`src/rtl/dtable_tracker_if.sv`:
```
// Bus bundle between the MSP430 write-snoop / D-table memory side and dtable_tracker.
// master drives the write bus and snapshot request; slave is the tracker.
interface dtable_tracker_if #(
    parameter int unsigned TOTAL_BLOCKS = 16,
    parameter int unsigned CNT_W        = 5
);
    logic [15:0]             dmem_addr;
    logic                    dmem_wen;
    logic                    snap_req;
    logic                    snap_ack;
    logic                    busy;
    logic [TOTAL_BLOCKS-1:0] D_table_out;
    logic [CNT_W-1:0]        dirty_cnt;
    logic                    oor_wr;

    modport master (
        output dmem_addr, dmem_wen, snap_req,
        input  snap_ack, busy, D_table_out, dirty_cnt, oor_wr
    );

    modport slave (
        input  dmem_addr, dmem_wen, snap_req,
        output snap_ack, busy, D_table_out, dirty_cnt, oor_wr
    );
endinterface

```
`src/rtl/dtable_tracker.sv`:
```
// Dirty-block tracker for MSP430 DMEM: one bit per block, snapshot into D_table_out,
// then a one-block-per-cycle clearing sweep that keeps writes arriving mid-sweep.
module dtable_tracker #(
    parameter logic [15:0] DMEM_BASE = 16'h0200,
    parameter int unsigned DMEM_SIZE = 32'h0800,
    parameter int unsigned BLK_SIZE  = 128
) (
    input logic             mclk,
    input logic             puc_rst_n,
    dtable_tracker_if.slave bus
);
    localparam int unsigned BLK_MSB      = $clog2(BLK_SIZE);
    localparam int unsigned TOTAL_BLOCKS = DMEM_SIZE >> BLK_MSB;
    localparam int unsigned IDX_W        = $clog2(TOTAL_BLOCKS);
    localparam int unsigned CNT_W        = $clog2(TOTAL_BLOCKS + 1);
    localparam logic [15:0] DMEM_LAST    = 16'(32'(DMEM_BASE) + DMEM_SIZE - 32'd1);
    localparam logic [IDX_W-1:0] LAST_IDX = IDX_W'(TOTAL_BLOCKS - 1);

    typedef enum logic [1:0] {TRACK, SNAP, CLEAR, ACK} state_t;

    state_t                  state;
    logic [TOTAL_BLOCKS-1:0] live_map;
    logic [TOTAL_BLOCKS-1:0] fresh;
    logic [TOTAL_BLOCKS-1:0] d_table;
    logic [IDX_W-1:0]        sweep_idx;
    logic [CNT_W-1:0]        dirty_cnt;
    logic                    snap_ack;
    logic                    busy;
    logic                    oor_wr;

    logic [15:0]             offset;
    logic [IDX_W-1:0]        idx;
    logic                    hit;
    logic                    miss;
    logic [TOTAL_BLOCKS-1:0] hit_vec;
    logic [TOTAL_BLOCKS-1:0] clr_vec;
    logic                    cnt_inc;
    logic                    cnt_dec;

    // Decode the snooped write and the sweep's clear for this cycle; a set always beats a clear.
    always_comb begin
        offset  = bus.dmem_addr - DMEM_BASE;
        idx     = IDX_W'(offset >> BLK_MSB);
        hit     = bus.dmem_wen && (bus.dmem_addr >= DMEM_BASE) && (bus.dmem_addr <= DMEM_LAST);
        miss    = bus.dmem_wen && !hit;
        hit_vec = '0;
        if (hit) hit_vec[idx] = 1'b1;
        clr_vec = '0;
        if ((state == CLEAR) && !fresh[sweep_idx] && !hit_vec[sweep_idx])
            clr_vec[sweep_idx] = 1'b1;
        cnt_inc = hit && !live_map[idx];
        cnt_dec = |(clr_vec & live_map);
    end

    always_ff @(posedge mclk) begin
        if (!puc_rst_n) begin
            state     <= TRACK;
            live_map  <= '0;
            fresh     <= '0;
            d_table   <= '0;
            sweep_idx <= '0;
            dirty_cnt <= '0;
            snap_ack  <= 1'b0;
            busy      <= 1'b0;
            oor_wr    <= 1'b0;
        end else begin
            live_map  <= (live_map | hit_vec) & ~clr_vec;
            dirty_cnt <= dirty_cnt + CNT_W'(cnt_inc) - CNT_W'(cnt_dec);
            case (state)
                TRACK: begin
                    if (bus.snap_req) begin
                        state <= SNAP;
                        busy  <= 1'b1;
                    end
                end
                SNAP: begin
                    d_table   <= live_map | hit_vec;
                    fresh     <= '0;
                    sweep_idx <= '0;
                    oor_wr    <= 1'b0;
                    state     <= CLEAR;
                end
                CLEAR: begin
                    // fresh marks blocks written since the snapshot so the sweep skips them
                    fresh     <= fresh | hit_vec;
                    sweep_idx <= sweep_idx + IDX_W'(1);
                    if (sweep_idx == LAST_IDX) begin
                        state    <= ACK;
                        busy     <= 1'b0;
                        snap_ack <= 1'b1;
                    end
                end
                ACK: begin
                    if (!bus.snap_req) begin
                        state    <= TRACK;
                        snap_ack <= 1'b0;
                    end
                end
                default: state <= TRACK;
            endcase
            if (miss) oor_wr <= 1'b1;
        end
    end

    assign bus.D_table_out = d_table;
    assign bus.dirty_cnt   = dirty_cnt;
    assign bus.snap_ack    = snap_ack;
    assign bus.busy        = busy;
    assign bus.oor_wr      = oor_wr;
endmodule

```
`src/flat_wrapper.sv`:
```
// flat-port wrapper written by rule: the top's interface ports become plain ports
module dtable_tracker_flat 
#(
    parameter logic [15:0] DMEM_BASE = 16'h0200,
    parameter int unsigned DMEM_SIZE = 32'h0800,
    parameter int unsigned BLK_SIZE  = 128
)
  (mclk, puc_rst_n, bus_dmem_addr, bus_dmem_wen, bus_snap_req, bus_snap_ack, bus_busy, bus_D_table_out, bus_dirty_cnt, bus_oor_wr);
  dtable_tracker_if bus_i ();
  input logic mclk;
  input logic puc_rst_n;
  input wire logic [$bits(bus_i.dmem_addr)-1:0] bus_dmem_addr;
  input wire logic [$bits(bus_i.dmem_wen)-1:0] bus_dmem_wen;
  input wire logic [$bits(bus_i.snap_req)-1:0] bus_snap_req;
  output wire logic [$bits(bus_i.snap_ack)-1:0] bus_snap_ack;
  output wire logic [$bits(bus_i.busy)-1:0] bus_busy;
  output wire logic [$bits(bus_i.D_table_out)-1:0] bus_D_table_out;
  output wire logic [$bits(bus_i.dirty_cnt)-1:0] bus_dirty_cnt;
  output wire logic [$bits(bus_i.oor_wr)-1:0] bus_oor_wr;
  assign bus_i.dmem_addr = bus_dmem_addr;
  assign bus_i.dmem_wen = bus_dmem_wen;
  assign bus_i.snap_req = bus_snap_req;
  assign bus_snap_ack = bus_i.snap_ack;
  assign bus_busy = bus_i.busy;
  assign bus_D_table_out = bus_i.D_table_out;
  assign bus_dirty_cnt = bus_i.dirty_cnt;
  assign bus_oor_wr = bus_i.oor_wr;
  dtable_tracker #(.DMEM_BASE(DMEM_BASE), .DMEM_SIZE(DMEM_SIZE), .BLK_SIZE(BLK_SIZE)) u_core (.mclk(mclk), .puc_rst_n(puc_rst_n), .bus(bus_i));
endmodule
```
`config.mk`:
```
export PLATFORM = sky130hd
export DESIGN_NAME = dtable_tracker_flat
export DESIGN_NICKNAME = d
export VERILOG_FILES = /design/src/rtl/dtable_tracker_if.sv /design/src/rtl/dtable_tracker.sv /design/src/flat_wrapper.sv
export SDC_FILE = /design/constraint.sdc
export NUM_CORES = 1
export LEC_CHECK = 0
export ABC_AREA = 1
export CELL_PAD_IN_SITES_DETAIL_PLACEMENT = 0
export CELL_PAD_IN_SITES_GLOBAL_PLACEMENT = 1
export CORE_MARGIN = 5
export CORE_UTILIZATION = 42
export CTS_CLUSTER_SIZE = 10
export DETAILED_ROUTE_END_ITERATION = 8
export DONT_BUFFER_PORTS = 1
export PLACE_DENSITY = 0.83
export SLEW_MARGIN = 10
export SYNTH_ARGS = -nofsm -noshare
export SYNTH_HDL_FRONTEND = slang
export SYNTH_SLANG_ARGS = --single-unit
```
`constraint.sdc`:
```
create_clock -name mclk -period 3.9 [get_ports mclk]
set_input_delay 0.39 -clock mclk [delete_from_list [all_inputs] [get_ports mclk]]
set_output_delay 0.39 -clock mclk [all_outputs]
set_load 0.005 [all_outputs]
```
==> results by group <==
CTS
  – Clock transition at path regs: 70 ps
  – Hold_buf cts: 0
  – # resized after CTS: 0
  – CTS Buf Count: 9
  – Root buf cell: clkbuf_8
  – Bufs on Longest Clock Path: 2
  – H-tree depth: 3
  – Clk sinks: 62
  – CTS tree: yes
  – Clk_lat worst skew: 340 ps

Die
  – IO Count: 44
  – Core area: between 8000 and 9000 um^2
  – Die ar.: 10600 um^2
  – Row count: 33
  – Die height: 103 um
  – Initial core utilization: 0.436
  – Die W: 103 um

GRT
  – Initial antenna violation count: 0
  – GRT Total Usage: 0.179
  – Number of global-route vias before repair: ~3.0k
  – First-pass GRT wire length: 14800 um
  – Largest net degree at the start of global routing: 33
  – GRT overflow: 0

Layout
  – P&R area growth vs syn: 8.98%
  – Sequential Area: 1240 um^2
  – Footprint of the multi-input gates: 1900 um^2
  – Post-route cell area: 3950 um^2
  – Commonest non-fill, non-tap cell in the layout: nand2_1
  – Util after Layout: 0.476
  – Layout Nets: between 500 and 600
  – Filler Cell Count: 884
  – ANT cells: 0
  – Fraction of layout cells with a size suffix above 1: 0.134
  – Commonest non-fill, non-tap cells in the layout: nand2_1 (87), nor2_1 (86), inv_1 (77), dfxtp_1 (62), a21oi_1 (32)

Yosys
  – Mapped Avg Cell Area: 6.92 um^2
  – Number of synthesized flops with an enable pin: 0
  – Yosys cell types: 39
  – Post-synthesis net count: 561
  – Leading area contributor after synthesis: dfxtp_1
  – Seq/Total Area, Yosys: 0.343
  – Yosys reg bits: 62
  – Synth Flop Type: dfxtp_1
  – Yosys warning count: 0
  – Cell count after synthesis: 523
  – Syn Std Cell Area: 3620 um^2
  – Top cells by area, synth: dfxtp_1 (34%), nand2_1 (9.0%), nor2_1 (8.9%)
  – Synth top area share: 0.343
  – Ys async rst share: 0

Detailed routing
  – Initial drt markers: 189
  – Vias per cell: 5.13
  – Via count: 3287
  – Metal1 wirelength: 4310 um
  – WL met3: 576 um
  – Met2 wire length: 4130 um
  – Wire length per cell: ~14 um
  – Drt drc: 0
  – DRT Wirelength: 9130 um
  – DR top layer: met4
  – Final ANT Viol Nets: 0
  – TritonRoute pass-1 iters: 5

Timing
  – Worst slew margin: 0.527
  – Fin crit share: 0.890
  – Total negative slack: 0 ps
  – RSZ-0062 raised after global routing: false
  – Final hold violations: 0
  – Setup violators final: 0
  – Worst Tran Pin Value: between 700 and 800 ps
  – Pins over their slew limit: 0
  – Worst Skew: roughly 8 ps
  – Tmin final: 3470 ps
  – Fmax: 0.288 GHz

Worst setup path
  – CP most frequent cell: nand2_1
  – Critical R2R Capture: u_core.bus.dirty_cnt[4]$_SDFF_PN0_
  – Slowest CP cell: dfxtp_1
  – Worst r2r src: u_core.sweep_idx[1]$_SDFFE_PN0P_
  – Critical path's largest stage delay: 460 ps
  – CP startpoint kind: flop
  – FF-to-FF path depth: 26
  – Reg-to-reg setup timing slack: ~430 ps
  – Critical Path Sink Type: flop
  – Crit path kind: flop to flop
  – CP max FO: 16
  – Worst path required time: 4120 ps
  – Arrival time at the worst endpoint: 3700 ps

Power and ir drop
  – Leak: 1.85 nW
  – Power per Cell Area: 542 nW/um^2
  – Total power: 0.00214 W
  – Peak supply drop: 0.371 mV

Run
  – Number of max-cap violations: 0

Outcome
  – Status: complete, no violations

Hold path
  – Hold_sp: puc_rst_n
  – Hold Path Depth: 2
  – HP Class: input port to flop
  – Hold EP: u_core.bus.dirty_cnt[0]$_SDFF_PN0_

Placement
  – Post-Place Cell Area: 3730 um^2
  – Hpwl dp: 6770 um
  – Port Buffers: 0
  – Routability Congestion: ~0.90
how the worst max path moves through the flow:
stage	startpoint	end	slack, ps	cells past startpoint
3_3_place_gp	bus_dmem_addr[10]	u_core.bus.dirty_cnt[4]$_SDFF_PN0_	40	25
6_report	u_core.sweep_idx[1]$_SDFFE_PN0P_	u_core.bus.dirty_cnt[4]$_SDFF_PN0_	430	26
5_1_grt	u_core.sweep_idx[1]$_SDFFE_PN0P_	u_core.bus.dirty_cnt[4]$_SDFF_PN0_	100	26
4_1_cts	u_core.sweep_idx[0]$_SDFFE_PN0P_	u_core.bus.dirty_cnt[4]$_SDFF_PN0_	60	24
3_5_place_dp	bus_dmem_addr[10]	u_core.bus.dirty_cnt[4]$_SDFF_PN0_	6	25
2_1_floorplan	bus_dmem_addr[14]	u_core.bus.dirty_cnt[4]$_SDFF_PN0_	640	26
worst max-delay path: cells and delay by family (launching register included):
kind | cells | cell delay (ps)
flops | 1 | 460
compound gates | 5 | 490
buf+inv | 6 | 570
simple gates | 12 | 1020
fa+ha+maj | 3 | 810
layout make-up:
| cell class | count | share of cell area |
|---|---|---|
| clock buffer | 13 | 0.0428 |
| clock inverter | 3 | 0.00444 |
| inverter | 89 | 0.0853 |
| multi-input combinational | 352 | 0.481 |
| sequential | 62 | 0.315 |
| tap | 105 | 0.0333 |
| timing repair buffer | 17 | 0.0387 |
state kept, by name, indices dropped and copies added (netlist names):
signal	cells
u_core.bus.dirty_cnt	5
u_core.sweep_idx	4
u_core.bus.busy	1
u_core.live_map	16
u_core.state	2
u_core.bus.oor_wr	1
u_core.bus.snap_ack	1
u_core.fresh	16
u_core.bus.D_table_out	16
through the flow:
step                setup slack, ps  instances  hold slack, ps
CTS                            63.9        639             139
floorplan                       644        523             432
global route                    100        641             143
finish                          427        641             148
global placement               36.8        623             443
detailed placement             5.99        623             447
where the power goes:
group	total (W)	switching [W]	internal (W)
clock network	0.000532	0.000251	0.000281
logic	0.000820	0.000555	0.000266
registers	0.000787	0.0000704	0.000717
total	0.00214	0.000876	0.00126
Yosys cell counts, types with 5 or more instances:
cell type  count
a211oi_1       8
a31oi_1        7
a21oi_1       32
nand3_1       29
nand2_2        7
nor3_1         5
dfxtp_1       62
ha_1          17
clkbuf_1      10
inv_1         77
o211ai_1       5
nand3_2       13
o21ai_0       28
nor2_1        86
nand2_1       87
inv_2          9
nand4_1        8
logic make-up (layout without fill, tap and decap cells):
family                   after synthesis  in the layout  share of synthesized area
buffers and inverters                110            122                      0.135
AND/OR/NAND/NOR                      241            242                      0.310
XOR/XNOR                               1              1                    0.00242
AO/OA/AOI/OAI                         91             91                      0.146
adder cells (fa/ha/maj)               18             18                     0.0643
flip-flops                            62             62                      0.343
routing by layer:
metal | up-vias | track usage
li1 | 1687 | -
met1 | 1511 | 0.248
met2 | 78 | 0.280
met3 | 11 | 0.0419
met4 | 0 | 0.0478
met5 | - | 0
repair_timing:
| item | 4_1_cts | 5_1_grt |
|---|---|---|
| endpoints found under the setup margin | 0 | 1 |
| endpoints found under the hold margin | 0 | 0 |
| setup buffers | 0 | 1 |
Note: power is estimated with default switching activity, not from simulation.
